File: config.mk
export PLATFORM = sky130hd
export DESIGN_NAME = a1339_spi_responder
export DESIGN_NICKNAME = d
export VERILOG_FILES = /design/src/rtl/a1339_spi_responder.sv
export SDC_FILE = /design/constraint.sdc
export NUM_CORES = 1
export LEC_CHECK = 0
export BUFFER_PORTS_ARGS = -buffer_cell sky130_fd_sc_hd__buf_4
export CAP_MARGIN = 30
export CORE_MARGIN = 1
export CORE_UTILIZATION = 60
export DETAILED_ROUTE_END_ITERATION = 6
export PLACE_DENSITY = 0.94
export SETUP_SLACK_MARGIN = 0.02
export SLEW_MARGIN = 10
export SYNTH_ARGS = -nofsm -noshare
export SYNTH_HDL_FRONTEND = slang
export SYNTH_SLANG_ARGS = --single-unit
File: constraint.sdc
create_clock -name clock -period 5.92 [get_ports clock]
set_clock_uncertainty 0.1 [all_clocks]
set_input_delay 0.296 -clock clock [delete_from_list [all_inputs] [get_ports clock]]
set_output_delay 0.296 -clock clock [all_outputs]
set_load 0.02 [all_outputs]
File: src/rtl/a1339_spi_responder.sv
// A1339 angle-sensor emulator: SPI mode-3 slave answering 20-bit read frames with
// angle/turns data, status, error flags and a 4-bit CRC, one frame of command latency.
module a1339_spi_responder #(
  parameter int unsigned FRAME_BITS  = 20,
  parameter int unsigned SYNC_STAGES = 2
) (
  input  logic        clock,
  input  logic        reset,
  input  logic        sck_i,
  input  logic        ss_n_i,
  input  logic        mosi_i,
  output logic        miso_o,
  output logic        miso_oe,
  input  logic [11:0] angle_i,
  input  logic [11:0] turns_i,
  input  logic [1:0]  status_i,
  output logic [15:0] cmd_o,
  output logic        cmd_valid_o,
  output logic        crc_error_o,
  output logic        abort_o,
  output logic [15:0] frame_count_o
);

  localparam int unsigned TX_W   = 20;
  localparam int unsigned CNT_W  = 5;
  localparam int unsigned WORD_W = 16;
  localparam int unsigned DATA_W = 12;

  typedef enum logic [1:0] {ST_IDLE, ST_SHIFT, ST_FINISH} state_e;

  state_e                 state_q, state_d;
  logic [SYNC_STAGES-1:0] sck_sync_q, sck_sync_d;
  logic [SYNC_STAGES-1:0] ss_sync_q, ss_sync_d;
  logic [SYNC_STAGES-1:0] mosi_sync_q, mosi_sync_d;
  logic                   sck_prev_q, sck_prev_d;
  logic                   ss_prev_q, ss_prev_d;
  logic [TX_W-1:0]        tx_q, tx_d;
  logic [TX_W-1:0]        rx_q, rx_d;
  logic [CNT_W-1:0]       bit_cnt_q, bit_cnt_d;
  logic                   miso_q, miso_d;
  logic                   miso_oe_q, miso_oe_d;
  logic [WORD_W-1:0]      cmd_q, cmd_d;
  logic                   cmd_valid_q, cmd_valid_d;
  logic                   crc_error_q, crc_error_d;
  logic                   abort_q, abort_d;
  logic [15:0]            frame_count_q, frame_count_d;
  logic [3:0]             pend_addr_q, pend_addr_d;
  logic                   err_crc_q, err_crc_d;

  logic              sck_s, ss_s, mosi_s;
  logic              sck_fall, sck_rise, ss_fall, ss_rise;
  logic [DATA_W-1:0] resp_data;
  logic              err_addr;
  logic [WORD_W-1:0] resp_word;
  logic              rx_crc_ok;

  // Sensor CRC: x^4+x+1, seed 0xF, MSB first
  function automatic logic [3:0] crc4(input logic [WORD_W-1:0] w);
    logic [3:0] c;
    logic       inv;
    c = 4'hF;
    for (int i = WORD_W - 1; i >= 0; i--) begin
      inv = w[i] ^ c[3];
      c   = {c[2], c[1], c[0] ^ inv, inv};
    end
    return c;
  endfunction

  always_comb begin
    sck_sync_d  = {sck_sync_q[SYNC_STAGES-2:0], sck_i};
    ss_sync_d   = {ss_sync_q[SYNC_STAGES-2:0], ss_n_i};
    mosi_sync_d = {mosi_sync_q[SYNC_STAGES-2:0], mosi_i};
    sck_s       = sck_sync_q[SYNC_STAGES-1];
    ss_s        = ss_sync_q[SYNC_STAGES-1];
    mosi_s      = mosi_sync_q[SYNC_STAGES-1];
    sck_prev_d  = sck_s;
    ss_prev_d   = ss_s;
    sck_fall    = sck_prev_q & ~sck_s;
    sck_rise    = ~sck_prev_q & sck_s;
    ss_fall     = ss_prev_q & ~ss_s;
    ss_rise     = ~ss_prev_q & ss_s;
  end

  // Response selected by the command accepted in the previous frame
  always_comb begin
    resp_data = '0;
    err_addr  = 1'b0;
    case (pend_addr_q)
      4'h0:    resp_data = angle_i;
      4'hC:    resp_data = turns_i;
      default: err_addr  = 1'b1;
    endcase
    resp_word = {err_crc_q, err_addr, status_i, resp_data};
    rx_crc_ok = (crc4(rx_q[TX_W-1:4]) == rx_q[3:0]);
  end

  always_comb begin
    state_d       = state_q;
    tx_d          = tx_q;
    rx_d          = rx_q;
    bit_cnt_d     = bit_cnt_q;
    miso_d        = miso_q;
    miso_oe_d     = ~ss_s;
    cmd_d         = cmd_q;
    cmd_valid_d   = 1'b0;
    crc_error_d   = 1'b0;
    abort_d       = 1'b0;
    frame_count_d = frame_count_q;
    pend_addr_d   = pend_addr_q;
    err_crc_d     = err_crc_q;

    case (state_q)
      ST_IDLE: begin
        miso_d = 1'b1;
        if (ss_fall) begin
          state_d   = ST_SHIFT;
          tx_d      = {resp_word, crc4(resp_word)};
          bit_cnt_d = '0;
        end
      end
      ST_SHIFT: begin
        if (ss_rise) begin
          state_d = ST_FINISH;
        end else begin
          if (sck_fall) begin
            miso_d = tx_q[TX_W-1];
            tx_d   = {tx_q[TX_W-2:0], 1'b0};
          end
          if (sck_rise) begin
            rx_d = {rx_q[TX_W-2:0], mosi_s};
            if (bit_cnt_q != '1) bit_cnt_d = bit_cnt_q + CNT_W'(1);
          end
        end
      end
      ST_FINISH: begin
        state_d = ST_IDLE;
        miso_d  = 1'b1;
        if (bit_cnt_q == CNT_W'(FRAME_BITS)) begin
          frame_count_d = frame_count_q + 16'd1;
          if (!rx_crc_ok) begin
            crc_error_d = 1'b1;
            err_crc_d   = 1'b1;
          end else begin
            err_crc_d   = 1'b0;
            cmd_d       = rx_q[TX_W-1:4];
            cmd_valid_d = 1'b1;
            if (rx_q[19:16] == 4'h2) pend_addr_d = rx_q[15:12];
          end
        end else begin
          abort_d = 1'b1;
        end
      end
      default: state_d = ST_IDLE;
    endcase
  end

  always_ff @(posedge clock or posedge reset) begin
    if (reset) begin
      state_q       <= ST_IDLE;
      sck_sync_q    <= '1;
      ss_sync_q     <= '1;
      mosi_sync_q   <= '0;
      sck_prev_q    <= 1'b1;
      ss_prev_q     <= 1'b1;
      tx_q          <= '0;
      rx_q          <= '0;
      bit_cnt_q     <= '0;
      miso_q        <= 1'b1;
      miso_oe_q     <= 1'b0;
      cmd_q         <= '0;
      cmd_valid_q   <= 1'b0;
      crc_error_q   <= 1'b0;
      abort_q       <= 1'b0;
      frame_count_q <= '0;
      pend_addr_q   <= 4'h0;
      err_crc_q     <= 1'b0;
    end else begin
      state_q       <= state_d;
      sck_sync_q    <= sck_sync_d;
      ss_sync_q     <= ss_sync_d;
      mosi_sync_q   <= mosi_sync_d;
      sck_prev_q    <= sck_prev_d;
      ss_prev_q     <= ss_prev_d;
      tx_q          <= tx_d;
      rx_q          <= rx_d;
      bit_cnt_q     <= bit_cnt_d;
      miso_q        <= miso_d;
      miso_oe_q     <= miso_oe_d;
      cmd_q         <= cmd_d;
      cmd_valid_q   <= cmd_valid_d;
      crc_error_q   <= crc_error_d;
      abort_q       <= abort_d;
      frame_count_q <= frame_count_d;
      pend_addr_q   <= pend_addr_d;
      err_crc_q     <= err_crc_d;
    end
  end

  assign miso_o        = miso_q;
  assign miso_oe       = miso_oe_q;
  assign cmd_o         = cmd_q;
  assign cmd_valid_o   = cmd_valid_q;
  assign crc_error_o   = crc_error_q;
  assign abort_o       = abort_q;
  assign frame_count_o = frame_count_q;

endmodule

==> results of run 1 <==
-- what timing repair did --
| action | in CTS | in global routing |
|---|---|---|
| gates resized for setup | 0 | 0 |
| hold buffers | 4 | 0 |
| hold endpoints to repair | 42 | 0 |
-- synthesized netlist by cell type, types with 3 or more instances --
cell	n	area (um2)
a31oi_1	6	37.5
mux2_2	40	450
nand2_1	37	139
dfstp_2	7	184
dfrtp_1	90	2250
xnor3_1	10	225
a21oi_1	15	75.1
nand3_1	15	75.1
nor3_1	9	45.0
nor2b_1	3	18.8
nor3b_1	4	30.0
and3_1	5	31.3
nand2b_1	3	18.8
or3b_2	3	26.3
mux2i_1	4	40.0
xor2_1	17	149
ha_1	5	62.6
a22oi_1	7	52.6
inv_1	9	33.8
nand4_1	4	25.0
clkbuf_1	14	52.6
xnor2_1	35	307
and2_1	3	18.8
o21ai_0	21	105
nor2_1	24	90.1
-- final cells by class --
| type | count | area (um2) | area share (%) |
|---|---|---|---|
| sequential | 97 | 2440 | 43.4 |
| tap | 102 | 128 | 2.28 |
| clock inverter | 5 | 62.6 | 1.12 |
| timing repair buffer | 75 | 581 | 10.4 |
| multi-input combinational | 287 | 2220 | 39.7 |
| clock buffer | 11 | 141 | 2.52 |
| inverter | 9 | 35.0 | 0.625 |
-- final timing paths --
check / endpoint / slack (ps) / cells past startpoint
min in group asynchronous: frame_count_o[12]$_DFFE_PP0P_ / 450 / 3
worst min-delay path: tx_q[17]$_DFFE_PP0P_ / 130 / 3
max in group asynchronous: tx_q[6]$_DFFE_PP0P_ / 4140 / 4
worst max register to register: cmd_o[5]$_DFFE_PP0P_ / 2400 / 10
worst min register to register: sck_sync_q[1]$_DFF_PP1_ / 260 / 0
worst max-delay path: cmd_o[5]$_DFFE_PP0P_ / 2400 / 10
-- power by group --
part           switching [mW]  internal [mW]  total (mW)  leakage (nW)
registers              0.0651          0.751       0.816          1.27
clock network           0.233          0.210       0.443        0.0966
logic                   0.200          0.185       0.386          1.35
-- through the flow --
| stage | power [mW] | util [%] | hold WS, ps | cells | worst slack [ps] |
|---|---|---|---|---|---|
| finish | 1.64 | 72.9 | 127 | 586 | 2400 |
| global route | 1.72 | 72.9 | 128 | 586 | 2210 |
| CTS | 1.65 | 72.8 | 124 | 585 | 2090 |
| detailed placement | 1.20 | 69.6 | 243 | 565 | 2130 |
| global placement | 1.18 | 69.5 | 232 | 564 | 2310 |
| floorplan | 1.11 | - | 200 | 410 | 2680 |
-- critical path: stages (launching register included) --
cell     delay [ps]
dfrtp_1         420
inv_1            70
ha_1            300
xnor2_1         220
xnor3_2         510
xnor3_1         370
and2_2          200
mux2i_4          90
nor4b_4         530
buf_6           240
mux2_2          350
-- registers in the layout, summed over array words and instances, names as in the netlist, 2 cells and up --
signal,flops
bit_cnt_q,5
sck_sync_q,2
frame_count_o,16
mosi_sync_q,2
tx_q,20
cmd_o,16
state_q,2
pend_addr_q,4
rx_q,20
ss_sync_q,2
-- layer usage --
layer	share of wire [%]	GRT usage (%)	vias up
li1	-	-	1554
met1	41	31.1	1659
met2	53	42.5	78
met3	3.6	4.10	22
met4	2.4	10.8	0
met5	0	0	-
-- kinds of logic (layout without fill, tap and decap cells) --
group                    Yosys count  in the layout  synth area share [%]
buffers and inverters             26            100                  2.21
flip-flops                        97             97                  51.1
multiplexers                      45             45                  10.8
adder cells (fa/ha/maj)            5              5                  1.31
XOR/XNOR                          64             64                  15.3
AO/OA/AOI/OAI                     55             55                  6.62
AND/OR/NAND/NOR                  118            118                  12.7
==> reports/summary.txt, run 1 <==
Status -> completed
Setup Fix Bufs, Post-CTS -> 0
Critical path startpoint -> rx_q[18]$_DFFE_PP0P_
Worst-margin pin slew -> 827 ps
Final HPWL DP -> 6.70 mm
Final GP Congestion -> 0.868
Fill cell count -> 531
CTS H-tree lvls -> 3
P per Cell Area -> 293 nW/um2
Post-synthesis sequential area ratio -> 51.1%
Largest net degree at the start of global routing -> 59
Pleak -> 2.72 nW
Critical path endpoint category -> flop
CTS sink cnt -> 97
Synth Register Bits -> 97
Worst R2R Start -> rx_q[18]$_DFFE_PP0P_
Die height -> 91.1 um
Fmax -> 0.284 GHz
Slew HR -> 44.4%
Initial Utilization -> 62.0%
Final ANT Viol Nets -> 0
CTS Root Cell -> clkbuf_8
Worst-path clk slew -> 90 ps
CTS tree -> done
# IOs -> 68
Final Hold Vio Count -> 0
Drt first-iter violations -> 186
Number of cells produced by synthesis -> 410
Hold Path Class -> input port to flop
Type of origin of the critical path -> flop
Layout area overhead -> 17.7%
Syn avg cell area -> 11.6 um2
Post-DR wirelength/cell -> 16.3 um
First-pass GRT wire length -> 16.1 mm
Vias per cell -> 5.65
Fin Setup TNS -> 0 ps
Core ar. -> 7690 um2
Number of global-route vias before repair -> 3359
Synth cell types -> 41
VDD IR max -> 0.253 mV
Final WL -> 9.55 mm
Cts bufs inserted -> 9
Most common cell after layout, fill and taps aside -> dfrtp_1
Most frequent cells in the layout -> 90 x dfrtp_1, 69 x buf_4, 40 x mux2_2, 37 x nand2_1, 35 x xnor2_1
Post-layout net count -> 515
Grt ovf -> 0
Die X -> 91.1 um
Largest fanout on the critical path -> 12
Min Tclk post-route -> 3520 ps
Top_reg_cell synth -> dfrtp_1
Clock Path Buffers -> 2
Initial antenna violation count -> 0
Worst skew pair latency -> 360 ps
Tcrit/Tclk final -> 59.4%
Share of cells above drive strength 1 -> 30.0%
Post-Syn Area -> 4770 um2
WP data arrival -> 3670 ps
Synth Warn # -> 0
N_diodes -> 0
Post-synth EDFFs -> 0
Worst Path Required -> 6070 ps
Via count -> 3313
Total global routing track utilization -> 24.8%
RSZ-0062 raised after global routing -> false
Cell Area, Placed -> 5350 um2
Final setup viols -> 0
Drt drc -> 0
Die area -> 8300 um2
Hold Startpoint -> status_i[1]
Max-slew violation count -> 0
Post-synth ARST share -> 100%
Post-route cell area -> 5610 um2
Std-Cell Rows -> 32
Net Count, Synth -> 446
Max-cap viol count -> 0
IO Port Bufs -> 67
1st-pass router iterations -> 4
Kind of critical path -> flop to flop
No activity file was read; power rests on OpenSTA's default activity.
==> run 2: changes to the inputs <==
--- a/config.mk
+++ b/config.mk
@@ -8,9 +8,9 @@
 export BUFFER_PORTS_ARGS = -buffer_cell sky130_fd_sc_hd__buf_4
 export CAP_MARGIN = 30
 export CORE_MARGIN = 1
-export CORE_UTILIZATION = 60
+export CORE_UTILIZATION = 57
 export DETAILED_ROUTE_END_ITERATION = 6
-export PLACE_DENSITY = 0.94
+export PLACE_DENSITY = 0.9
 export SETUP_SLACK_MARGIN = 0.02
 export SLEW_MARGIN = 10
 export SYNTH_ARGS = -nofsm -noshare
==> constraint.sdc (replaced) <==
create_clock -name clock -period 3.67 [get_ports clock]
set_clock_uncertainty 0.1 [all_clocks]
set_input_delay 0.1835 -clock clock [delete_from_list [all_inputs] [get_ports clock]]
set_output_delay 0.1835 -clock clock [all_outputs]
set_load 0.02 [all_outputs]
==> run 2 against run 1 <==
- fmax rose by 5.7%
- power increased by 56%
- via count decreased by 0.78%
- sequential power increased by 62%
- final cell count up 1.0%
- critical path type unchanged
- highest routed layer unchanged
==> reports/summary.txt, run 2 (synthesized netlist as in run 1, its figures left out) <==
Status -> completed (unchanged)
Vias per cell -> 5.55 (was 5.65)
Slew HR -> 56.5% (was 44.4%)
Switching Share -> 31.1% (was 30.3%)
Largest fanout on the critical path -> 9 (was 12)
Final HPWL DP -> 6.78 mm (was 6.70 mm)
Pleak -> 2.73 nW (was 2.72 nW)
Max-cap viol count -> 0 (unchanged)
Reg-to-reg setup timing slack -> 340 ps (was 2400 ps)
Power share of the sequential group -> 51.4% (was 49.6%)
Critical path endpoint category -> flop (unchanged)
Share of cells above drive strength 1 -> 30.2% (was 30.0%)
Most common cell after layout, fill and taps aside -> dfrtp_1 (unchanged)
1st-pass router iterations -> 4 (unchanged)
Fin Setup TNS -> 0 ps (unchanged)
Final Util -> 71.5% (was 72.9%)
Fill cell count -> 542 (was 531)
Pre-CTS WS -> 351 ps (was 2130 ps)
IO Port Bufs -> 67 (unchanged)
Max-slew violation count -> 0 (unchanged)
Initial antenna violation count -> 0 (unchanged)
Post-route cell area -> 5640 um2 (was 5610 um2)
Std-Cell Rows -> 32 (unchanged)
Kind of critical path -> flop to flop (unchanged)
CTS sink cnt -> 97 (unchanged)
Setup Fix Bufs, Post-CTS -> 0 (unchanged)
Initial Utilization -> 60.4% (was 62.0%)
Cell Area, Placed -> 5380 um2 (was 5350 um2)
Min Tclk post-route -> 3330 ps (was 3520 ps)
Fmax -> 0.300 GHz (was 0.284 GHz)
Total global routing track utilization -> 24.0% (was 24.8%)
Final GP Congestion -> 0.872 (was 0.868)
Critical-path cell list -> inv_1, ha_1, xnor2_1, xnor3_2, xnor3_1, and2_2, mux2i_4, nor4b_4, buf_4, mux2_2 (was inv_1, ha_1, xnor2_1, xnor3_2, xnor3_1, and2_2, mux2i_4, nor4b_4, buf_6, mux2_2)
Final setup viols -> 0 (unchanged)
Post-layout net count -> 521 (was 515)
Most frequent cells in the layout -> 90 x dfrtp_1, 74 x buf_4, 40 x mux2_2, 37 x nand2_1, 35 x xnor2_1 (was 90 x dfrtp_1, 69 x buf_4, 40 x mux2_2, 37 x nand2_1, 35 x xnor2_1)
Largest regs -> rx_q: 20 flops, tx_q: 20 flops (unchanged)
Die area -> 8730 um2 (was 8300 um2)
Core ar. -> 7890 um2 (was 7690 um2)
Grt ovf -> 0 (unchanged)
Drt first-iter violations -> 138 (was 186)
Number of global-route vias before repair -> 3339 (was 3359)
Final ANT Viol Nets -> 0 (unchanged)
Die height -> 93.4 um (was 91.1 um)
Psw -> 0.797 mW (was 0.498 mW)
Hold Path Class -> input port to async pin (was input port to flop)
Internal power -> 1.77 mW (was 1.15 mW)
N_diodes -> 0 (unchanged)
Comb pwr share -> 24.1% (was 23.4%)
CTS tree -> done (unchanged)
Worst skew pair latency -> 370 ps (was 360 ps)
# IOs -> 68 (unchanged)
CTS H-tree lvls -> 3 (unchanged)
Die X -> 93.4 um (was 91.1 um)
CTS Root Cell -> clkbuf_8 (unchanged)
Type of origin of the critical path -> flop (unchanged)
Via count -> 3287 (was 3313)
Crit-path max cell delay -> 520 ps (was 530 ps)
P per Cell Area -> 454 nW/um2 (was 293 nW/um2)
Final WL -> 9.56 mm (was 9.55 mm)
RSZ-0062 raised after global routing -> false (unchanged)
WP data arrival -> 3480 ps (was 3670 ps)
CP max-delay cell -> xnor3_2 (was nor4b_4)
Final Hold Vio Count -> 0 (unchanged)
Tcrit/Tclk final -> 90.7% (was 59.4%)
Worst Path Required -> 3820 ps (was 6070 ps)
Worst-path clk slew -> 90 ps (about the same)
Largest net degree at the start of global routing -> 80 (was 59)
Drt drc -> 0 (unchanged)
VDD IR max -> 0.283 mV (was 0.253 mV)
Clock power share -> 24.5% (was 26.9%)
Post-DR wirelength/cell -> 16.1 um (was 16.3 um)
Cts bufs inserted -> 9 (unchanged)
Layout area overhead -> 18.3% (was 17.7%)
Clock Path Buffers -> 2 (unchanged)
First-pass GRT wire length -> 16.0 mm (was 16.1 mm)
Final worst setup slack -> 342 ps (was 2400 ps)
Worst-margin pin slew -> 653 ps (was 827 ps)
run 2: layer usage:
metal / wire length [um] / share of wire (%) / track usage, % / up-vias
met5: 0 / 0 / 0 / -
met4: 208 / 2.2 / 10.6 / 0
met3: 265 / 2.8 / 3.74 / 20
met2: 4920 / 51 / 39.9 / 53
met1: 4160 / 44 / 31.1 / 1655
li1: - / - / - / 1559
run 2: power by group through the flow:
stage	clock, mW	combinational (mW)	sequential (mW)
detailed placement	0	0.601	1.33
global placement	0	0.578	1.33
CTS	0.642	0.613	1.32
finish	0.627	0.618	1.32
floorplan	0	0.492	1.31
global route	0.685	0.683	1.33
run 2: final timing paths:
kind	endpoint	depth (start not counted)	startpoint
worst max-delay path	cmd_o[3]$_DFFE_PP0P_	10	rx_q[18]$_DFFE_PP0P_
worst min-delay path	bit_cnt_q[3]$_DFFE_PP0P_	3	reset
worst max register to register	cmd_o[3]$_DFFE_PP0P_	10	rx_q[18]$_DFFE_PP0P_
worst min register to register	ss_sync_q[1]$_DFF_PP1_	0	ss_sync_q[0]$_DFF_PP1_
max in group asynchronous	pend_addr_q[3]$_DFFE_PP0P_	4	reset
min in group clock	tx_q[4]$_DFFE_PP0P_	5	turns_i[0]
run 2: stage by stage:
| step | power (mW) | hold WS, ps | instances |
|---|---|---|---|
| floorplan | 1.80 | 88.0 | 410 |
| global placement | 1.90 | 195 | 569 |
| detailed placement | 1.94 | 193 | 569 |
| CTS | 2.57 | 231 | 591 |
| global route | 2.70 | 158 | 592 |
| finish | 2.56 | 165 | 592 |
run 2: area by class of cell:
| class | instances | area [um2] | share of cell area (%) |
|---|---|---|---|
| clock buffers | 11 | 131 | 2.33 |
| clock inverters | 5 | 40.0 | 0.710 |
| inverters | 9 | 36.3 | 0.643 |
| multi-input cells | 287 | 2220 | 39.4 |
| flip-flops and latches | 97 | 2440 | 43.2 |
| well taps | 102 | 128 | 2.26 |
| repair buffers | 81 | 643 | 11.4 |
run 2: critical path, delay by kind of cell, from the launching register on:
family	cells	cell delay, ps
adder cells (fa/ha/maj)	1	310
AND/OR/NAND/NOR	2	490
multiplexers	2	430
flip-flops	1	430
XOR/XNOR	3	1140
buffers and inverters	2	320
run 2: what timing repair did:
item,in CTS,in global routing
hold buffers,6,0
gates resized for setup,0,0
endpoints found under the hold margin,79,0
